### src/rtl/traffic_pkg.sv
// Shared types for the intersection controller: signal-head colours, FSM phases,
// default timing and the phase-to-light lookup used by every signal head.
package traffic_pkg;

    typedef enum logic [1:0] {
        RED    = 2'd0,
        GREEN  = 2'd1,
        YELLOW = 2'd2
    } light_t;

    typedef enum logic [2:0] {
        NS_G = 3'd0,
        NS_Y = 3'd1,
        AR_A = 3'd2,
        EW_G = 3'd3,
        EW_Y = 3'd4,
        AR_B = 3'd5
    } phase_t;

    localparam int DEF_GREEN_CYC  = 8;
    localparam int DEF_YELLOW_CYC = 3;
    localparam int DEF_ALLRED_CYC = 2;
    localparam int DEF_WALK_CYC   = 6;
    localparam int DEF_CNT_W      = 8;

    // Each head is non-RED only in its own green/yellow phase, so two greens can never coexist.
    function automatic light_t head_light(input phase_t p, input logic is_ns);
        light_t l;
        case (p)
            NS_G:    l = is_ns ? GREEN  : RED;
            NS_Y:    l = is_ns ? YELLOW : RED;
            EW_G:    l = is_ns ? RED    : GREEN;
            EW_Y:    l = is_ns ? RED    : YELLOW;
            default: l = RED;
        endcase
        return l;
    endfunction

endpackage

### src/rtl/intersection_ctrl_phase_timer.sv
// Down-counting phase timer: expire flags the tick on which the count sits at zero;
// a load reprograms the count on that same edge.
module phase_timer #(
    parameter int               CNT_W   = 8,
    parameter logic [CNT_W-1:0] RST_VAL = '0
) (
    input  logic             clk,
    input  logic             rst,
    input  logic             tick,
    input  logic             load,
    input  logic [CNT_W-1:0] value,
    output logic             expire
);

    logic [CNT_W-1:0] r_cnt;

    assign expire = tick && (r_cnt == {CNT_W{1'b0}});

    always_ff @(posedge clk or posedge rst) begin
        if (rst) begin
            r_cnt <= RST_VAL;
        end else if (load) begin
            r_cnt <= value;
        end else if (tick && (r_cnt != {CNT_W{1'b0}})) begin
            r_cnt <= r_cnt - {{(CNT_W-1){1'b0}}, 1'b1};
        end else begin
            r_cnt <= r_cnt;
        end
    end

endmodule

### src/rtl/intersection_ctrl.sv
// Two-way intersection sequencer with all-red clearance and demand-based green extension.
// Optional pedestrian WALK service in the all-red phases when PED_WALK_EN is defined.
module intersection_ctrl
    import traffic_pkg::*;
#(
    parameter int GREEN_CYC  = DEF_GREEN_CYC,
    parameter int YELLOW_CYC = DEF_YELLOW_CYC,
    parameter int ALLRED_CYC = DEF_ALLRED_CYC,
    parameter int WALK_CYC   = DEF_WALK_CYC,
    parameter int CNT_W      = DEF_CNT_W
) (
    input  logic   clk,
    input  logic   rst,
    input  logic   tick,
    input  logic   ns_car,
    input  logic   ew_car,
    input  logic   ped_req,
    output light_t ns_light,
    output light_t ew_light,
    output logic   walk,
    output logic   ped_ack,
    output phase_t phase
);

    phase_t           r_phase;
    light_t           r_ns_light;
    light_t           r_ew_light;
    logic             r_walk;
    logic             r_ped_ack;
    phase_t           w_next_phase;
    logic             w_expire;
    logic             w_ped_pend;
    logic             w_ped_take;
    logic [CNT_W-1:0] w_load_val;

    phase_timer #(
        .CNT_W   (CNT_W),
        .RST_VAL (CNT_W'(ALLRED_CYC - 1))
    ) u_timer (
        .clk    (clk),
        .rst    (rst),
        .tick   (tick),
        .load   (w_expire),
        .value  (w_load_val),
        .expire (w_expire)
    );

`ifdef PED_WALK_EN
    logic r_ped_pend;

    // A request arriving on the accepting edge survives the clear and is served next time.
    always_ff @(posedge clk or posedge rst) begin
        if (rst) begin
            r_ped_pend <= 1'b0;
        end else begin
            r_ped_pend <= ped_req | (r_ped_pend & ~w_ped_take);
        end
    end

    assign w_ped_pend = r_ped_pend;
`else
    logic w_unused_ped;

    assign w_unused_ped = ped_req;
    assign w_ped_pend   = 1'b0;
`endif

    always_comb begin
        case (r_phase)
            NS_G:    w_next_phase = (ew_car || w_ped_pend) ? NS_Y : NS_G;
            NS_Y:    w_next_phase = AR_A;
            AR_A:    w_next_phase = EW_G;
            EW_G:    w_next_phase = (ns_car || w_ped_pend) ? EW_Y : EW_G;
            EW_Y:    w_next_phase = AR_B;
            AR_B:    w_next_phase = NS_G;
            default: w_next_phase = AR_B;
        endcase
    end

    assign w_ped_take = w_expire && w_ped_pend &&
                        ((w_next_phase == AR_A) || (w_next_phase == AR_B));

    always_comb begin
        case (w_next_phase)
            NS_G, EW_G: w_load_val = CNT_W'(GREEN_CYC - 1);
            NS_Y, EW_Y: w_load_val = CNT_W'(YELLOW_CYC - 1);
            AR_A, AR_B: w_load_val = w_ped_take ? CNT_W'(WALK_CYC - 1) : CNT_W'(ALLRED_CYC - 1);
            default:    w_load_val = CNT_W'(ALLRED_CYC - 1);
        endcase
    end

    // Lights and walk are recomputed from the phase being entered, so they move on the expiring edge.
    always_ff @(posedge clk or posedge rst) begin
        if (rst) begin
            r_phase    <= AR_B;
            r_ns_light <= RED;
            r_ew_light <= RED;
            r_walk     <= 1'b0;
            r_ped_ack  <= 1'b0;
        end else begin
            r_ped_ack <= w_ped_take;
            if (w_expire) begin
                r_phase    <= w_next_phase;
                r_ns_light <= head_light(w_next_phase, 1'b1);
                r_ew_light <= head_light(w_next_phase, 1'b0);
                r_walk     <= w_ped_take;
            end else begin
                r_phase    <= r_phase;
                r_ns_light <= r_ns_light;
                r_ew_light <= r_ew_light;
                r_walk     <= r_walk;
            end
        end
    end

    assign phase    = r_phase;
    assign ns_light = r_ns_light;
    assign ew_light = r_ew_light;
    assign walk     = r_walk;
    assign ped_ack  = r_ped_ack;

endmodule
### config.mk
export PLATFORM = sky130hd
export DESIGN_NAME = intersection_ctrl
export DESIGN_NICKNAME = d
export VERILOG_FILES = /design/src/rtl/traffic_pkg.sv /design/src/rtl/intersection_ctrl_phase_timer.sv /design/src/rtl/intersection_ctrl.sv
export SDC_FILE = /design/constraint.sdc
export NUM_CORES = 1
export LEC_CHECK = 0
export BUFFER_PORTS_ARGS = -buffer_cell sky130_fd_sc_hd__buf_2
export CELL_PAD_IN_SITES_DETAIL_PLACEMENT = 0
export CELL_PAD_IN_SITES_GLOBAL_PLACEMENT = 1
export CORE_UTILIZATION = 43
export DETAILED_ROUTE_END_ITERATION = 7
export GPL_TIMING_DRIVEN = 1
export HOLD_SLACK_MARGIN = 0.08
export PLACE_DENSITY_LB_ADDON = 0.1
export SYNTH_ARGS = -nofsm -noshare
export SYNTH_HDL_FRONTEND = slang
export SYNTH_SLANG_ARGS = --single-unit
### constraint.sdc
create_clock -name clk -period 6.1 [get_ports clk]
set_input_delay 0 -clock clk [delete_from_list [all_inputs] [get_ports clk]]
set_output_delay 0 -clock clk [all_outputs]
set_load 0.01 [all_outputs]
# == After elaboration in Yosys (flattened, before gate mapping) ==
# Cells that the tools add are included.
# classes
add_sub_neg,1
n_eq_ne,7
reduce_logical,9
muxes,8
# ops
operator,count
$mux 8,2
$pmux 3 s5,1
$eq 3x2->1 const B,3
$logic_not 8->1,1
$pmux 2 s2,2
$reduce_bool 8->1,1
$sub 8x1->8 const B,1
$eq 3x1->1 const B,2
$eq 3x3->1 const B,2
$logic_not 3->1,2
$pmux 3 s2,1
$reduce_or 2->1,2
$mux 3,1
$logic_and 1x1->1,2
$reduce_bool 2->1,1
$mux 1,1
# totals
regBits,15
in_bits,6
wordCells,29

# == Depth between registers and ports, before layout ==
# Gate-level depths: netlist of run 1.
# logic_depth
word_depth,6
depth_mapped,7
depth_no_buf,6

# == Modules after synthesis ==
# A second synthesis of run 1 with hierarchy kept.
# hier_totals
hier_cells,104
area_unflattened_um2,948.4
# modules_own_cells
module,area_per_inst_um2,seq_area_each_um2,instances,cells_each
phase_timer,505.5,201.4,1,59
intersection_ctrl,442.9,177.7,1,45

# == Worst setup path after synthesis of run 1 ==
# OpenSTA, ideal clock, no wires.
# synth_timing
kind,reg2reg
start,register u_timer.r_cnt[0]
end,register r_ns_light[0] (netlist: ns_light[0])
setup_ns,0.092
stages_incl_launch_ff,7
arrival_ns,1.932
path_buffers,1
required_time_ns,6.008
slack_ns,4.076
period_less_slack_ns,2.024
cell_sequence,dfstp_2 inv_1 ha_1 or4b_4 or4_4 buf_6 o31ai_2
# synth_between
elab_chain_len,2
# synth_lines
element,line_no,source
from (decl),intersection_ctrl_phase_timer.sv:15,logic [CNT_W-1:0] r_cnt;
from (signal assigned),intersection_ctrl_phase_timer.sv:23,r_cnt <= value;
from (signal assigned),intersection_ctrl_phase_timer.sv:25,"r_cnt <= r_cnt - {{(CNT_W-1){1'b0}}, 1'b1};"
from (signal assigned),intersection_ctrl_phase_timer.sv:27,r_cnt <= r_cnt;
$logic_not 8->1,intersection_ctrl_phase_timer.sv:17,assign expire = tick && (r_cnt == {CNT_W{1'b0}});
$logic_and 1x1->1,intersection_ctrl_phase_timer.sv:17,
to (signal assigned),intersection_ctrl.sv:104,"r_ns_light <= head_light(w_next_phase, 1'b1);"
to (signal assigned),intersection_ctrl.sv:109,r_ns_light <= r_ns_light;
to (decl),intersection_ctrl.sv:26,light_t r_ns_light;
# Every way passes these cells.
# A chain may end at the register's enable or synchronous reset.

# == Worst setup path after layout of run 1 ==
# layout_timing
start,register u_timer.r_cnt[1]
end,register r_ns_light[1] (netlist: ns_light[1])
# Same word-level chain as after synthesis.

==> results of run 1 <==
worst paths after layout:
path                                   from          endpoint  slack [ns]
max in group asynchronous               rst          phase[2]        5.42
hold / removal                          rst  u_timer.r_cnt[4]        0.31
hold reg to reg                 ew_light[0]       ew_light[0]        0.48
setup reg to reg           u_timer.r_cnt[1]       ns_light[1]        3.78
min in group clk                ew_light[0]       ew_light[0]        0.48
setup / recovery           u_timer.r_cnt[1]       ns_light[1]        3.78
stage by stage:
stage | std cells | cell area [um2]
after floorplan | 93 | 847
after global placement | 123 | 896
after detailed placement | 123 | 896
after CTS | 131 | 963
after global routing | 131 | 963
final | 131 | 963
worst min-delay path: stages:
cell and delay (ns):
dlygate4sd3_1 0.53, buf_2 0.12, inv_1 0.42
cells in the final DEF (no fill, tap or decap):
master	count
nand3b_1	1
or4b_4	1
dlygate4sd3_1	4
clkinv_2	1
o21ai_0	7
mux2_2	3
a21oi_1	6
xor2_1	1
dfstp_2	3
dfrtp_1	12
a211oi_1	1
buf_2	11
nor4b_1	1
o31ai_1	2
nand3_1	3
clkbuf_4	3
conb_1	2
nor3_1	3
xnor2_1	1
nor4_1	1
inv_1	5
nor2_1	8
o22a_1	1
nand2b_1	4
ha_1	1
o21a_1	1
and3_1	1
o22ai_1	1
o41ai_1	2
or4_4	1
o31ai_2	1
nand2_1	11
nor4_2	1
a21o_1	1
cell families after synthesis:
logic type      Yosys count
mux                       3
buf+inv                  11
compound gates           23
flops                    15
simple gates             36
other cells               1
fa+ha+maj                 1
xor+xnor                  2
per-layer routing:
| layer | up-vias | routed length (um) |
|---|---|---|
| met5 | - | 0 |
| met4 | 0 | 0 |
| met3 | 0 | 36 |
| met2 | 12 | 714 |
| met1 | 319 | 881 |
| li1 | 351 | - |
where the power goes:
part | internal, mW | switching [mW] | total (mW)
Clock | 0.0243 | 0.0334 | 0.0578
Combinational | 0.0768 | 0.0775 | 0.154
Sequential | 0.144 | 0.0592 | 0.203
cell type report:
cell class                 instances  area [um2]  area share (%)
clock inverter                     1        5.00           0.519
tap                               25        31.3            3.25
timing repair buffer              15        95.1            9.87
clock buffer                       3        22.5            2.34
inverter                           5        18.8            1.95
multi-input combinational         67         412            42.7
sequential                        15         379            39.4
sequential cells by signal, summed over array words and instances (netlist names):
register / cells
ew_light: 2
u_timer.r_cnt: 8
ns_light: 2
phase: 3
==> results.cfg, run 1 <==
[global_routing]
grt-busiest-layer = met1
met2_usage_pct = 25.6
use_met3_pct = 3.53
antenna_found_initial = 0
grt_start_max_net_pins = 16
grt_pass1_wl_um = 2720
grt_pass1_vias = 592
globalRouteTotalUtil_pct = 18.0
grt_use_met1_pct = 27.3
globalRoute.totalOverflow = 0

[detailed_routing]
vias = 682
avgRoutedWirePerCell_um = 12.5
ant_nets = 0
drt-initial-drc-count = 17
vias_per_cell = 5.21
drt_pre_antenna_iters = 4
finalWirelength_um = 1630
route.detailed.drc = 0

[cts]
cts_hold_buf = 4
cts_tree = built
max-clock-path-buffers = 2
cts_root_buf = clkbuf_4
cts_setup_buffers = 0
h-tree-depth = 1
clock_latency_ns = 0.28
cts_sinks = 15
clk_pin_slew_ns = 0.10
numCtsBuffers = 3
cts_resized = 0

[logic_synthesis]
synth_top_family_by_area = simple AND/OR/NAND/NOR gates
async_flop_share_pct = 100
synth_xor_area_share_pct = 2.08
synth_ff_type = dfrtp_1
ys_ff_latch = 15
synth_top_cell_area_share_pct = 35.6
synth_cell_types = 33
synth_compound_area_share_pct = 17.5
synth.avg_cell_area_um2 = 9.17
synth_common_cells = dfrtp_1 (12), nand2_1 (11), nor2_1 (8)
synth_most_common_cell = dfrtp_1
synth.cell_area_um2 = 843
yosys-top-cells-area = dfrtp_1 (36%), dfstp_2 (9.3%), nand2_1 (4.9%)
synth_top_cell_by_area = dfrtp_1
yosysSeqAreaShare_pct = 45.0
ys_warn_count = 0
synth_edf_count = 0
synth_mux_area_share_pct = 4.01
yosys.area_share.simple_pct = 22.8
syn_inst = 92
synth_fa_ha_area_share_pct = 1.48

[worst_hold_path]
min_path_type = in2async

[worst_setup_path]
cp.required_ns = 6.27
worstPathMaxFanout = 13
critical_path_class = reg2reg
crit_cells = 5
crit_arrival_ns = 2.49
crit_path_cell_trace = inv_1 > ha_1 > or4b_4 > or4_4 > o41ai_1
endpoint_kind = flip-flop
cp-start-kind = flip-flop
slowest_delay_ns = 0.52
reg2reg_depth = 5
critical_path.top_delay_family = simple AND/OR/NAND/NOR gates
crit_slowest_cell = or4_4
cp.buffers_inverters = 1

[timing]
holdWs_ns = 0.306
setup_violations = 0
rsz0062_at_grt = no
period_minus_slack_ns = 2.32
finalSetupTns_ns = 0
tightestPinTransition_ns = 0.572
final_hold_viol_count = 0
fin_crit_sh_pct = 38.0
fin_ws_ns = 3.78
fin_worst_skew_ns = 0.00472
max_slew_margin_pct = 61.8
maxSlewViolCount = 0
fmax_ghz = 0.431

[cells_and_area]
fillers = 176
drive_above_1_share_pct = 23.6
diodes = 0
postLayoutCoreUtil_pct = 54.0
syn_to_final_growth_pct = 14.2
nets = 114

[pwr]
p_total_mw = 0.415
p_leak_nw = 0.428
power.density_nw_per_um2 = 431
ir_drop_v = 0.000185

[placed_design]
place_congestion = 0.733
dp_hpwl_um = 1160
pre_cts_slack_ns = 3.78
portBuffers = 11

[run]
drv_cap = 0

[floorplanning]
row_count = 15
core-area_um2 = 1780
die_h_um = 46.3
dieWidth_um = 46.3
initial_core_util_pct = 47.3
io-pin-count = 15
die_area_um2 = 2140

[status]
status = complete, no violations
Note: power is estimated with default switching activity, not from simulation.
==> run 2: changes to the inputs <==
--- a/config.mk
+++ b/config.mk
@@ -8,7 +8,7 @@
 export BUFFER_PORTS_ARGS = -buffer_cell sky130_fd_sc_hd__buf_2
 export CELL_PAD_IN_SITES_DETAIL_PLACEMENT = 0
 export CELL_PAD_IN_SITES_GLOBAL_PLACEMENT = 1
-export CORE_UTILIZATION = 43
+export CORE_UTILIZATION = 40
 export DETAILED_ROUTE_END_ITERATION = 7
 export GPL_TIMING_DRIVEN = 1
 export HOLD_SLACK_MARGIN = 0.08
==> constraint.sdc (replaced) <==
create_clock -name clk -period 2.3 [get_ports clk]
set_input_delay 0 -clock clk [delete_from_list [all_inputs] [get_ports clk]]
set_output_delay 0 -clock clk [all_outputs]
set_load 0.01 [all_outputs]
==> results.cfg, run 2 (synthesis results as in run 1) <==
[status]
status = complete, no violations

[cells_and_area]
final_cell_area_um2 = 980
layout_commonest_cell = dfrtp_1
diodes = 0
stdcell_count = 135
nets = 116
drive_above_1_share_pct = 24.1
largest_register = u_timer.r_cnt
postLayoutCoreUtil_pct = 49.9
largest_reg_flops = 8
layout_common_cells = dfrtp_1 (12), nand2_1 (11), buf_2 (11)
fillers = 215
syn_to_final_growth_pct = 16.2

[global_routing]
globalRouteTotalUtil_pct = 17.0
grt_pass1_vias = 577
antenna_found_initial = 0
grt_pass1_wl_um = 2670
globalRoute.totalOverflow = 0
grt_start_max_net_pins = 16

[floorplanning]
row_count = 16
core-area_um2 = 1960
die_h_um = 47.9
die_area_um2 = 2300
dieWidth_um = 47.9
initial_core_util_pct = 43.0
io-pin-count = 15

[detailed_routing]
drt-initial-drc-count = 10
finalWirelength_um = 1610
drt_pre_antenna_iters = 4
vias_per_cell = 5.04
avgRoutedWirePerCell_um = 11.9
route.detailed.drc = 0
vias = 680
ant_nets = 0

[timing]
rsz0062_at_grt = no
setup_violations = 0
fmax_ghz = 0.470
fin_crit_sh_pct = 92.6
period_minus_slack_ns = 2.13
maxSlewViolCount = 0
finalSetupTns_ns = 0
fin_worst_skew_ns = 0.00589
final_hold_viol_count = 0
fin_ws_ns = 0.170
tightestPinTransition_ns = 0.601
max_slew_margin_pct = 59.9

[placed_design]
pre_cts_slack_ns = 0.211
dp_hpwl_um = 1150
place_inst = 127
portBuffers = 11
dpl_cell_area_um2 = 913
place_congestion = 0.752

[worst_setup_path]
critical_path_class = reg2reg
slowest_delay_ns = 0.53
crit_path_cell_trace = inv_1 > ha_1 > or4b_4 > or4_4 > o41ai_1
endpoint_kind = flip-flop
crit_start = u_timer.r_cnt[0]
cp.required_ns = 2.47
cp-start-kind = flip-flop
reg2reg_depth = 5
r2r-end = ew_light[1]
crit_arrival_ns = 2.30
r2r_start = u_timer.r_cnt[0]
crit_slowest_cell = or4_4
worstPathMaxFanout = 13
critical_path.top_delay_family = simple AND/OR/NAND/NOR gates
cp.buffers_inverters = 1
rrSetupSlack_ns = 0.17

[cts]
clock_latency_ns = 0.28
cts_tree = built
cts_root_buf = clkbuf_4
h-tree-depth = 1
numCtsBuffers = 3
max-clock-path-buffers = 2
cts_sinks = 15
clk_pin_slew_ns = 0.09

[pwr]
p_leak_nw = 0.436
power.density_nw_per_um2 = 1130
ir_drop_v = 0.000607

[worst_hold_path]
min_path_type = in2async

[run]
drv_cap = 0
[run 2: per-stage QoR]
stage,total power [mW],hold WS (ns)
2_1_floorplan,0.832,-0.101
3_3_place_gp,0.946,0.0918
3_5_place_dp,0.956,0.102
4_1_cts,1.12,0.337
5_1_grt,1.21,0.395
6_report,1.10,0.325
[run 2: worst max path at each step]
stage / to / slack, ns / cells past startpoint
floorplan: ns_light[0] / 0.28 / 6
global placement: ew_light[1] / 0.24 / 5
detailed placement: ew_light[1] / 0.21 / 5
CTS: ew_light[1] / 0.17 / 5
global route: ew_light[1] / 0.06 / 5
finish: ew_light[1] / 0.17 / 5
[run 2: repair_timing]
item	in CTS	in global routing
resized for setup	0	0
hold buffers	4	0
buffers inserted	0	0
setup endpoints to repair	0	0
hold endpoints to repair	16	0
[run 2: tightest hold or removal path, cell delays in order]
cell           delay, ns
dlygate4sd3_1       0.53
buf_2               0.12
inv_1               0.44
[run 2: cell type report]
cell class              count  area, um2  area share [%]
inverters                   5       18.8            1.92
clock buffers               4       26.3            2.68
flip-flops and latches     15        379            38.7
repair buffers             17        110            11.2
well taps                  27       33.8            3.45
multi-input cells          67        412            42.0
[run 2: where the power goes]
group	internal (mW)	total (mW)	switching, mW
combinational	0.212	0.421	0.209
clock	0.0672	0.148	0.0813
sequential	0.382	0.535	0.152
total	0.661	1.10	0.443
[run 2: metal layers]
| metal | part of all wire, % | global-route usage, % | vias up |
|---|---|---|---|
| met2 | 38 | 22.7 | 11 |
| met4 | 0.75 | 5.00 | 0 |
| met1 | 57 | 26.0 | 312 |
| met5 | 0 | 0 | - |
| li1 | - | - | 355 |
| met3 | 3.5 | 4.91 | 2 |
